## config.mk

```make
export PLATFORM = sky130hd
export DESIGN_NAME = arbitro_memoria_dados
export DESIGN_NICKNAME = d
export VERILOG_FILES = /design/src/rtl/arbitro_memoria_dados.sv
export SDC_FILE = /design/constraint.sdc
export NUM_CORES = 1
export LEC_CHECK = 0
export BUFFER_PORTS_ARGS = -buffer_cell sky130_fd_sc_hd__buf_2
export CAP_MARGIN = 20
export CORE_UTILIZATION = 35
export DETAILED_ROUTE_END_ITERATION = 16
export PLACE_DENSITY = 0.64
export SLEW_MARGIN = 30
export SYNTH_ARGS = -nofsm -noshare
export SYNTH_HDL_FRONTEND = slang
export SYNTH_SLANG_ARGS = --single-unit
```

## constraint.sdc

```tcl
create_clock -name clk -period 3.14 [get_ports clk]
set_input_delay 0.314 -clock clk [delete_from_list [all_inputs] [get_ports clk]]
set_output_delay 0.314 -clock clk [all_outputs]
set_load 0.02 [all_outputs]
```

## src/rtl/arbitro_memoria_dados.sv

```systemverilog
// arbitro_memoria_dados: round-robin arbiter giving requesters 0/1 (req/wr/rs/wd in, ack/rd out) 3-cycle access to memoria_dados (mem_rs/mem_wd/mem_wr out, mem_rd in), ocupado while busy
module arbitro_memoria_dados #(
  parameter int LARGURA = 32
) (
  input  logic               clk,
  input  logic               rst,
  input  logic               req0,
  input  logic               wr0,
  input  logic [LARGURA-1:0] rs0,
  input  logic [LARGURA-1:0] wd0,
  output logic               ack0,
  output logic [LARGURA-1:0] rd0,
  input  logic               req1,
  input  logic               wr1,
  input  logic [LARGURA-1:0] rs1,
  input  logic [LARGURA-1:0] wd1,
  output logic               ack1,
  output logic [LARGURA-1:0] rd1,
  output logic [LARGURA-1:0] mem_rs,
  output logic [LARGURA-1:0] mem_wd,
  output logic               mem_wr,
  input  logic [LARGURA-1:0] mem_rd,
  output logic               ocupado
);
  typedef enum logic [1:0] {OCIOSO, ACESSO, RESPOSTA} estado_t;
  estado_t estado_q, estado_d;
  logic wr_q, wr_d, id_q, id_d, ultimo_q, ultimo_d, vence;
  logic [LARGURA-1:0] rs_q, rs_d, wd_q, wd_d, rd0_q, rd0_d, rd1_q, rd1_d;
  assign vence = (req0 && req1) ? ~ultimo_q : req1;
  always_comb begin
    estado_d = estado_q;
    wr_d = wr_q;
    id_d = id_q;
    ultimo_d = ultimo_q;
    rs_d = rs_q;
    wd_d = wd_q;
    rd0_d = rd0_q;
    rd1_d = rd1_q;
    case (estado_q)
      OCIOSO: if (req0 || req1) begin
        estado_d = ACESSO;
        id_d = vence;
        ultimo_d = vence;
        wr_d = vence ? wr1 : wr0;
        rs_d = vence ? rs1 : rs0;
        wd_d = vence ? wd1 : wd0;
      end
      ACESSO: begin
        estado_d = RESPOSTA;
        rd0_d = id_q ? rd0_q : mem_rd;
        rd1_d = id_q ? mem_rd : rd1_q;
      end
      default: estado_d = OCIOSO;
    endcase
  end
  always_ff @(posedge clk) begin
    if (rst) begin
      estado_q <= OCIOSO;
      wr_q <= 1'b0;
      id_q <= 1'b0;
      ultimo_q <= 1'b1;
      rs_q <= '0;
      wd_q <= '0;
      rd0_q <= '0;
      rd1_q <= '0;
    end else begin
      estado_q <= estado_d;
      wr_q <= wr_d;
      id_q <= id_d;
      ultimo_q <= ultimo_d;
      rs_q <= rs_d;
      wd_q <= wd_d;
      rd0_q <= rd0_d;
      rd1_q <= rd1_d;
    end
  end
  assign mem_rs = rs_q;
  assign mem_wd = wd_q;
  assign mem_wr = (estado_q == ACESSO) && wr_q && !rst;
  assign ack0 = (estado_q == RESPOSTA) && !id_q;
  assign ack1 = (estado_q == RESPOSTA) && id_q;
  assign rd0 = rd0_q;
  assign rd1 = rd1_q;
  assign ocupado = estado_q != OCIOSO;
endmodule

```

==> results_dict.tcl <==
set metrics [dict create \
    clk_pin_slew_ns 0.06 \
    routed_via_density 4.88 \
    slew_viol_final 0 \
    hp-class "in -> reg" \
    seq_area_um2 2660 \
    grt_pass1_wl_mm 26.9 \
    synth_simple_gate_area_share_pct 19.1 \
    final-hold-violation-count 0 \
    die_y_um 129 \
    place_congestion 0.790 \
    ir_worst_vdd_v 0.000390 \
    synth.avg_cell_area_um2 8.43 \
    syn_area_um2 5660 \
    hold_buffers 0 \
    nNetsFinal 1100 \
    synthAdderAreaFrac_pct 0 \
    nFillCells 1597 \
    drt_iter0_markers 199 \
    finalSetupViolations 0 \
    fmax_ghz 0.443 \
    worstPathRequired_ns 3.39 \
    cts_resized 0 \
    yosysSeqAreaShare_pct 47.1 \
    post_cts_buffers 0 \
    grt_overflow 0 \
    rsz0062_at_grt "no" \
    num_vias 5689 \
    period_needed_ns 2.26 \
    area_growth_pct 36.9 \
    synthMuxAreaShare_pct 0 \
    tightest_slew_ns 0.862 \
    clockBufferDepth 2 \
    start_kind "flop" \
    grt_max_degree 133 \
    worstSetupPathType "reg -> reg" \
    fin_setup_tns_ns 0 \
    synth_compound_area_share_pct 27.6 \
    cts_made_buffers 17 \
    cts_tree "yes" \
    dpl.hpwl_mm 11.9 \
    grt_pass1_vias 5262 \
    leakagePower_nw 3.49 \
    antenna_found_initial 1 \
    syn-num-nets 837 \
    syn_inst 671 \
    cts_sinks 133 \
    die_w_um 129 \
    power_density_nw_per_um2 601 \
    initial_core_util_pct 35.7 \
    multi_input_area_um2 2660 \
    synth-xor-area-share_pct 0 \
    ios 298 \
    skew_ns 0.00778 \
    drt-wirelength-per-cell_um 15.4 \
    maxCapViolCount 0 \
    ant_nets 0 \
    root_buffer "clkbuf_16" \
    arrival_ns 2.51 \
    end_kind "flop" \
    grt_usage_pct 21.0 \
    min_period_over_period_pct 71.8 \
    die_area_um2 16700 \
    firstDrtPassIters 5 \
    status "completed" \
    critPathMaxFanout 40 \
    synth_cell_types 26 \
    coreArea_um2 15800 \
    fp-row-count 46 \
    drc_errors 0 \
    synth_seq_cells 133 \
    port_buffers 297 \
    relSlewSlack_pct 42.5 \
    clk-insertion-delay-late_ns 0.41 \
    drive_gt1_share_pct 41.5 \
    synth_top_family_by_area "compound AO/OA/AOI/OAI gates" \
    drt-total-wl_mm 18.0 \
    synth_warnings 0 \
    htreeDepth 4 \
    power_mw 4.66 \
]
-- flip-flops by register name, summed over array words and instances (netlist names) --
register and count:
mem_rs 32, mem_wd 32, rd0 32, rd1 32
estado_q 2, id_q 1, ultimo_q 1, wr_q 1
-- worst paths after layout --
check / from / end / slack (ns) / cells past startpoint
worst min-delay path: rst / estado_q[1]$_SDFFE_PP0P_ / 0.12 / 2
worst max-delay path: estado_q[1]$_SDFFE_PP0P_ / mem_rs[8]$_SDFFE_PP0P_ / 0.88 / 5
worst max register to register: estado_q[1]$_SDFFE_PP0P_ / mem_rs[8]$_SDFFE_PP0P_ / 0.88 / 5
worst min register to register: rd1[12]$_SDFFE_PP0P_ / rd1[12]$_SDFFE_PP0P_ / 0.45 / 2
-- worst max-delay path, cell delays in order, from the launching register on --
cell      delay, ns
dfxtp_1        0.40
nor2_4         0.15
inv_2          0.07
nor2_4         0.62
buf_4          0.65
a311oi_1       0.19
-- routing by layer --
layer / wire (um) / global-route usage (%) / vias up / part of all wire [%]
met2: 9060 / 37.2 / 201 / 50
met1: 7150 / 22.7 / 2626 / 40
met4: 201 / 7.40 / 0 / 1.1
met3: 1540 / 8.26 / 15 / 8.6
li1: - / - / 2847 / -
met5: 0 / 0 / - / 0
-- cells in the final DEF, fill, tap and decap left out, drive strengths merged --
| cell | instances |
|---|---|
| nand3b | 1 |
| a21bo | 1 |
| o21ai | 1 |
| nor3b | 3 |
| buf | 308 |
| or2 | 1 |
| clkbuf | 24 |
| a21boi | 1 |
| nor3 | 1 |
| or3b | 1 |
| a311oi | 65 |
| nor2 | 3 |
| dfxtp | 133 |
| nand2 | 260 |
| a221o | 1 |
| diode | 2 |
| inv | 1 |
| clkinvlp | 4 |
| nor2b | 1 |
| a21oi | 130 |
| clkinv | 4 |
| and2 | 1 |
| and3b | 2 |
-- cell usage after synthesis --
cell type  instances  area (um^2)
nor2_1             2         7.51
and2_1             1         6.26
dfxtp_1          133         2660
and3b_1            2         17.5
a21boi_2           1         11.3
a311oi_2          49          736
buf_6              6         67.6
o21ai_0            1         5.00
a21bo_2            1         10.0
nand3b_1           1         7.51
nor3_1             1         5.00
or2_2              1         6.26
nor2b_1            1         6.26
nor3b_2            1         12.5
a311oi_1          16          140
buf_1              2         7.51
inv_2              1         3.75
buf_2             30          150
buf_4              7         52.6
nor2_4             1         11.3
a221o_1            1         10.0
nand2_1          260          976
a21oi_1          130          651
nor3b_1            2         15.0
clkbuf_1          19         71.3
or3b_1             1         8.76
-- layout make-up --
type	instances	share of cell area, %
flip-flops and latches	133	34.4
multi-input cells	473	34.4
repair buffers	308	20.6
clock buffers	24	6.35
inverters	1	0.0485
clock inverters	8	0.646
well taps	216	3.49
diodes	2	0.0646
-- logic make-up after synthesis --
logic type,Yosys count
AO/OA/AOI/OAI,199
buffers and inverters,65
AND/OR/NAND/NOR,274
flip-flops,133
-- through the flow --
step | area (um^2) | util, % | cells | worst slack [ns] | hold WS (ns)
floorplan | 5660 | - | 671 | 1.79 | 0.450
finish | 7740 | 48.9 | 1165 | 0.884 | 0.119
CTS | 7740 | 48.9 | 1163 | 0.839 | 0.105
global placement | 7200 | 45.5 | 1131 | 0.888 | 0.439
global route | 7740 | 48.9 | 1164 | 0.720 | 0.115
detailed placement | 7200 | 45.5 | 1131 | 0.856 | 0.443
-- report_power, final --
group,total [mW],internal [mW],switching (mW)
Clock,1.81,1.09,0.723
Combinational,0.947,0.349,0.599
Sequential,1.90,1.83,0.0729
Total,4.66,3.26,1.39
Note: power is estimated with default switching activity, not from simulation.
